### config.mk
export PLATFORM = sky130hd
export DESIGN_NAME = mash_sdm_flat
export DESIGN_NICKNAME = d
export VERILOG_FILES = /design/src/rtl/mash_sdm_if.sv /design/src/rtl/mash_sdm.sv /design/src/flat_wrapper.sv
export SDC_FILE = /design/constraint.sdc
export NUM_CORES = 1
export LEC_CHECK = 0
export ABC_AREA = 1
export CORE_UTILIZATION = 50
export CTS_CLUSTER_DIAMETER = 30
export DETAILED_ROUTE_END_ITERATION = 12
export PLACE_DENSITY = 0.76
export SLEW_MARGIN = 0
export SYNTH_ARGS = -nofsm -noshare
export SYNTH_HDL_FRONTEND = slang
export SYNTH_SLANG_ARGS = --single-unit
### constraint.sdc
create_clock -name clk -period 18.25 [get_ports clk]
set_input_delay 1.825 -clock clk [delete_from_list [all_inputs] [get_ports clk]]
set_output_delay 1.825 -clock clk [all_outputs]
set_load 0.005 [all_outputs]
### src/rtl/mash_sdm_if.sv
// rtl/mash_sdm_if.sv - control/result bundle between frequency-control logic and mash_sdm
//
// Purpose : groups the step/config inputs and the registered modulator results.
// Signals : en, cfg_load, frac[W], n_int[NW], order[2], dith_on   (controller -> modulator)
//           sdm_out[4], div_ratio[NW], sat, out_valid            (modulator -> divider)
// Modports: master = controller side, slave = modulator side.
interface mash_sdm_if #(
    parameter int W  = 16,
    parameter int NW = 8
);
    logic          en;
    logic          cfg_load;
    logic [W-1:0]  frac;
    logic [NW-1:0] n_int;
    logic [1:0]    order;
    logic          dith_on;
    logic [3:0]    sdm_out;
    logic [NW-1:0] div_ratio;
    logic          sat;
    logic          out_valid;

    modport master (
        output en, cfg_load, frac, n_int, order, dith_on,
        input  sdm_out, div_ratio, sat, out_valid
    );

    modport slave (
        input  en, cfg_load, frac, n_int, order, dith_on,
        output sdm_out, div_ratio, sat, out_valid
    );
endinterface

### src/rtl/mash_sdm.sv
// rtl/mash_sdm.sv - MASH 1-1-1 sigma-delta modulator with runtime order, dither and saturated divide ratio
//
// Purpose : each enabled step advances up to three cascaded accumulators, forms the
//           MASH noise-shaped output y, and registers clamp(n_int + y) as the divide ratio.
// Ports   : clk      - clock
//           rstn     - asynchronous active-low reset
//           bus      - mash_sdm_if.slave (en, cfg_load, frac, n_int, order, dith_on in;
//                      sdm_out, div_ratio, sat, out_valid out)
// Params  : W (accumulator width), NW (integer/div_ratio width), DEF_ORDER (order after reset)
module mash_sdm #(
    parameter int W         = 16,
    parameter int NW        = 8,
    parameter int DEF_ORDER = 3
) (
    input  logic      clk,
    input  logic      rstn,
    mash_sdm_if.slave bus
);

    // Shadow configuration; the datapath only ever sees these copies.
    logic [W-1:0]  r_frac;
    logic [NW-1:0] r_n_int;
    logic [1:0]    r_order;
    logic          r_dith;

    // Modulator state
    logic [W-1:0]  r_acc1, r_acc2, r_acc3;
    logic          r_c2_d, r_c3_d, r_c3_dd;
    logic [14:0]   r_lfsr;

    // Registered outputs
    logic [3:0]    r_sdm_out;
    logic [NW-1:0] r_div_ratio;
    logic          r_sat;
    logic          r_out_valid;

    // Step datapath
    logic                 w_en1, w_en2, w_en3;
    logic                 w_d;
    logic [W:0]           w_s1, w_s2, w_s3;
    logic [W-1:0]         w_acc1, w_acc2, w_acc3;
    logic                 w_c1, w_c2, w_c3;
    logic                 w_c2d_e, w_c3d_e, w_c3dd_e;
    logic signed [3:0]    w_y;
    logic signed [NW+1:0] w_r;
    logic [NW-1:0]        w_div;
    logic                 w_sat;

    always_comb begin
        w_en1 = (r_order >= 2'd1);
        w_en2 = (r_order >= 2'd2);
        w_en3 = (r_order == 2'd3);

        w_d = r_dith & r_lfsr[0];

        w_s1   = {1'b0, r_acc1} + {1'b0, r_frac} + {{W{1'b0}}, w_d};
        w_acc1 = w_en1 ? w_s1[W-1:0] : '0;
        w_c1   = w_en1 & w_s1[W];

        w_s2   = {1'b0, r_acc2} + {1'b0, w_acc1};
        w_acc2 = w_en2 ? w_s2[W-1:0] : '0;
        w_c2   = w_en2 & w_s2[W];

        w_s3   = {1'b0, r_acc3} + {1'b0, w_acc2};
        w_acc3 = w_en3 ? w_s3[W-1:0] : '0;
        w_c3   = w_en3 & w_s3[W];

        // A disabled stage contributes nothing, including stale delay bits left
        // over from before an order reduction.
        w_c2d_e  = w_en2 & r_c2_d;
        w_c3d_e  = w_en3 & r_c3_d;
        w_c3dd_e = w_en3 & r_c3_dd;

        w_y = 4'(w_c1) + 4'(w_c2) - 4'(w_c2d_e)
            + 4'(w_c3) - {2'b00, w_c3d_e, 1'b0} + 4'(w_c3dd_e);

        // Two guard bits: one for the sign of y, one for n_int + 4 overflowing NW bits.
        w_r = $signed({2'b00, r_n_int}) + (NW+2)'(w_y);

        if (w_r[NW+1]) begin
            w_div = '0;
            w_sat = 1'b1;
        end else if (w_r[NW]) begin
            w_div = '1;
            w_sat = 1'b1;
        end else begin
            w_div = w_r[NW-1:0];
            w_sat = 1'b0;
        end
    end

    always_ff @(posedge clk or negedge rstn) begin
        if (!rstn) begin
            r_frac      <= '0;
            r_n_int     <= '0;
            r_order     <= 2'(DEF_ORDER);
            r_dith      <= 1'b0;
            r_acc1      <= '0;
            r_acc2      <= '0;
            r_acc3      <= '0;
            r_c2_d      <= 1'b0;
            r_c3_d      <= 1'b0;
            r_c3_dd     <= 1'b0;
            r_lfsr      <= 15'h0001;
            r_sdm_out   <= '0;
            r_div_ratio <= '0;
            r_sat       <= 1'b0;
            r_out_valid <= 1'b0;
        end else begin
            r_out_valid <= bus.en;

            // Same-edge load lands after this step has consumed the old shadow.
            if (bus.cfg_load) begin
                r_frac  <= bus.frac;
                r_n_int <= bus.n_int;
                r_order <= bus.order;
                r_dith  <= bus.dith_on;
            end

            if (bus.en) begin
                r_acc1      <= w_acc1;
                r_acc2      <= w_acc2;
                r_acc3      <= w_acc3;
                r_c2_d      <= w_c2;
                r_c3_dd     <= w_en3 ? r_c3_d : 1'b0;
                r_c3_d      <= w_c3;
                r_lfsr      <= {r_lfsr[13:0], r_lfsr[14] ^ r_lfsr[13]};
                r_sdm_out   <= w_y;
                r_div_ratio <= w_div;
                r_sat       <= w_sat;
            end
        end
    end

    assign bus.sdm_out   = r_sdm_out;
    assign bus.div_ratio = r_div_ratio;
    assign bus.sat       = r_sat;
    assign bus.out_valid = r_out_valid;

endmodule
### src/flat_wrapper.sv
// flat-port wrapper written by rule: the top's interface ports become plain ports
module mash_sdm_flat 
#(
    parameter int W         = 16,
    parameter int NW        = 8,
    parameter int DEF_ORDER = 3
)
  (clk, rstn, bus_en, bus_cfg_load, bus_frac, bus_n_int, bus_order, bus_dith_on, bus_sdm_out, bus_div_ratio, bus_sat, bus_out_valid);
  mash_sdm_if #(.W(W), .NW(NW)) bus_i ();
  input  logic clk;
  input  logic rstn;
  input wire logic [$bits(bus_i.en)-1:0] bus_en;
  input wire logic [$bits(bus_i.cfg_load)-1:0] bus_cfg_load;
  input wire logic [$bits(bus_i.frac)-1:0] bus_frac;
  input wire logic [$bits(bus_i.n_int)-1:0] bus_n_int;
  input wire logic [$bits(bus_i.order)-1:0] bus_order;
  input wire logic [$bits(bus_i.dith_on)-1:0] bus_dith_on;
  output wire logic [$bits(bus_i.sdm_out)-1:0] bus_sdm_out;
  output wire logic [$bits(bus_i.div_ratio)-1:0] bus_div_ratio;
  output wire logic [$bits(bus_i.sat)-1:0] bus_sat;
  output wire logic [$bits(bus_i.out_valid)-1:0] bus_out_valid;
  assign bus_i.en = bus_en;
  assign bus_i.cfg_load = bus_cfg_load;
  assign bus_i.frac = bus_frac;
  assign bus_i.n_int = bus_n_int;
  assign bus_i.order = bus_order;
  assign bus_i.dith_on = bus_dith_on;
  assign bus_sdm_out = bus_i.sdm_out;
  assign bus_div_ratio = bus_i.div_ratio;
  assign bus_sat = bus_i.sat;
  assign bus_out_valid = bus_i.out_valid;
  mash_sdm #(.W(W), .NW(NW), .DEF_ORDER(DEF_ORDER)) u_core (.clk(clk), .rstn(rstn), .bus(bus_i));
endmodule
==> results by group <==
Global routing
  – Overflow after GRT: 0
  – First-pass GRT wire length: 29.1 mm
  – Vias in the first global route: between 6000 and 7000
  – Largest net degree at the start of global routing: 93
  – Initial antenna violation count: 0
  – GRT Total Usage: 0.246

Routing
  – Total wire length: about 17 mm
  – Vias per cell: between 5 and 6
  – First drt pass iteration count: 7
  – Iteration-0 DRC count of the detailed router: 538
  – # DRC: 0
  – Post-route ant nets: 0
  – Via total after detailed routing: 6327
  – Wire per inst: roughly 14 um

Clock network
  – CTS H-tree depth: 3
  – TritonCTS clock tree: done
  – CTS buffer count: 9
  – CTS max path bufs: 2
  – # hold bufs at CTS: 0
  – Post-CTS Resized: 0
  – Clock transition at path regs: 70 ps
  – Post-CTS Setup Bufs: 0
  – Worst-skew pair later-pin latency: around 370 ps
  – Clock sink count: about 110
  – Root buf cell: clkbuf_16

Finish
  – Nets: 1101
  – FF/Latch Area: 2680 um^2
  – Share of cells above drive strength 1: 0.0790
  – Final core occ: 0.583
  – Final Cell Area: between 8000 and 9000 um^2
  – Layout fillers: about 1300
  – Most common cell after layout, fill and taps aside: nand2_1
  – Multi-input logic area: roughly 4100 um^2
  – Finished Layout Cells: around 1200
  – N_diodes: 0
  – Layout area overhead: 12.5%
  – Most frequent cells in the layout: nand2_1 (312), dfrtp_1 (104), inv_1 (92)

Worst setup path
  – Worst EP required: between 15000 and 20000 ps
  – Crit-path max FO: 14
  – RR Startpoint: u_core.r_lfsr[0]
  – Worst setup SP type: register
  – Critical path depth in cells: 38
  – CP Capture Point: u_core.bus.div_ratio[0]
  – Crit path largest cell delay: 560 ps
  – Flop2flop setup slack: 11140 ps
  – CP delay by family, top: adder cells
  – Critical path buffer and inverter count: 5
  – Worst setup path class: reg2reg
  – Reg-to-reg endpoint: u_core.bus.div_ratio[0]
  – Slowest CP cell: ha_1
  – Worst Reg-to-Reg Cells: 38
  – Most Frequent Cell on Critical Path: nand2_1
  – Critical path startpoint: u_core.r_lfsr[0]
  – Crit end category: register
  – Critical path data arrival time: 7360 ps

Yosys
  – Post-synth cell types: 39
  – Ys Warns: 0
  – Net count after synthesis: ~1100
  – Seq/Total Area, Yosys: 0.368
  – Post-Syn Area: 7280 um^2
  – Post-Synthesis Cells: about 970
  – Post-synth EDFFs: 0
  – Syn Area/Cell: ~7.5 um^2
  – Flip-flop and latch count after synthesis: ~110
  – Ys flop type: dfrtp_1
  – Synth async-reset ratio: 1.00

Job
  – Max Cap Violations: 0

Timing
  – Fin. Hold Viols: 0
  – Min cycle time layout: around 7100 ps
  – Clk_skew: 16.0 ps
  – Final Setup Violations: 0
  – Max-slew violations: 0
  – Worst slew pin tran: 913 ps
  – Final setup TNS: 0 ps
  – Slew headroom: 0.392
  – Setup slack after layout: between 10000 and 15000 ps
  – RSZ-0062 raised after global routing: no
  – Final Cycle Share: 0.390
  – Fmax: between 0.1 and 0.15 GHz

Placed design
  – Hpwl dp: around 12 mm
  – GPL Wtd Cong: between 0.9 and 1
  – Area after DPL: just under 8000 um^2
  – Place WS: 11280 ps
  – Port Buffers: between 40 and 50
  – Placed cell count: roughly 1200

Power and ir drop
  – Internal: between 600 and 700 uW
  – Comb pwr share: 0.534
  – Maximum vdd ir drop: around 0.076 mV
  – Clock share of power: 0.179
  – Sw Ratio: 0.451
  – Pwr Density: approximately 140 nW/um^2
  – Sequential share of power: 0.287
  – LEAKAGE: 4.28 nW
  – P_sw: roughly 530 uW

Hold path
  – Worst Hold Class: reg2reg

Floorplanning
  – I/O Pins: 45
  – Die X: around 120 um
  – Die height: 123 um
  – Die ar.: about 15000 um^2
  – Core box area: between 10000 and 15000 um^2
  – Num rows: 43
  – Initial core utilization: 0.519

Status
  – Outcome: completed
cells in the mapped netlist (4+ instances only):
cell type | number | share of area
buf_1 | 5 | 0.0026
dfrtp_1 | 104 | 0.36
nand4_1 | 10 | 0.0086
fa_1 | 7 | 0.019
nand2_2 | 14 | 0.012
nor2_1 | 57 | 0.029
mux2_2 | 19 | 0.029
nand3_2 | 4 | 0.0055
o21ai_1 | 5 | 0.0034
xor2_1 | 4 | 0.0048
clkbuf_1 | 15 | 0.0077
o21ai_0 | 77 | 0.053
nand3_1 | 62 | 0.043
nand2_1 | 312 | 0.16
o21bai_1 | 5 | 0.0052
nor2_2 | 4 | 0.0034
nand3b_1 | 8 | 0.0082
a21oi_1 | 70 | 0.048
nor2_4 | 8 | 0.012
ha_1 | 55 | 0.094
inv_1 | 93 | 0.048
state kept, by name, summed over array words and instances (netlist names), 2 cells and up:
signal                flops
u_core.r_acc1            16
u_core.r_acc2            16
u_core.r_acc3            16
u_core.r_frac            16
u_core.r_lfsr            15
u_core.bus.div_ratio      8
u_core.r_n_int            8
u_core.bus.sdm_out        4
u_core.r_order            2
worst register-to-register path, delay by kind of cell (launching register included):
family | cells | cell delay (ps)
compound gates | 7 | 1360
flops | 1 | 540
fa+ha+maj | 7 | 2720
simple gates | 19 | 1760
buf+inv | 5 | 590
layer usage:
layer	track usage	up-vias	part of all wire
met3	0.0404	20	0.048
met5	0	-	0
met1	0.334	2879	0.47
li1	-	3263	-
met2	0.403	165	0.46
met4	0.0724	0	0.019
per-stage QoR:
stage / hold WS [ps] / power [mW]
floorplan: 442 / 0.800
global placement: 461 / 0.955
detailed placement: 466 / 0.962
CTS: 485 / 1.18
global route: 505 / 1.30
finish: 485 / 1.18
power by group through the flow:
stage               Sequential (mW)  Combinational (mW)  Clock, mW
floorplan                     0.331               0.469          0
global placement              0.342               0.613          0
detailed placement            0.342               0.619          0
CTS                           0.340               0.626      0.216
global route                  0.348               0.724      0.224
finish                        0.340               0.632      0.211
kinds of logic (layout without fill, tap and decap cells):
kind of cell	Yosys count	count (layout)	share of synthesized area
and+or+nand+nor	491	491	0.295
xor gates and xnor gates	7	7	0.00842
muxes	19	19	0.0294
adders and majority gates	62	62	0.114
buffers and inverters	118	158	0.0632
DFF	107	107	0.368
AOI/OAI and AO/OA	169	169	0.122
area by class of cell:
cell class,count,area share
inverter,94,0.0431
clock buffer,11,0.0309
tap,180,0.0275
timing repair buffer,48,0.0571
sequential,107,0.327
clock inverter,5,0.00840
multi-input combinational,748,0.506
worst min path at each step:
stage	startpoint	to	slack (ps)	cells past startpoint
2_1_floorplan	u_core.r_lfsr[1]	u_core.r_lfsr[1]	440	2
3_3_place_gp	u_core.r_lfsr[1]	u_core.r_lfsr[1]	460	2
3_5_place_dp	u_core.r_c3_dd	u_core.r_c3_dd	470	2
4_1_cts	u_core.r_c3_dd	u_core.r_c3_dd	490	2
5_1_grt	u_core.r_c3_dd	u_core.r_c3_dd	500	2
6_report	u_core.r_lfsr[11]	u_core.r_lfsr[11]	480	2
(Power assumes the default switching activity.)
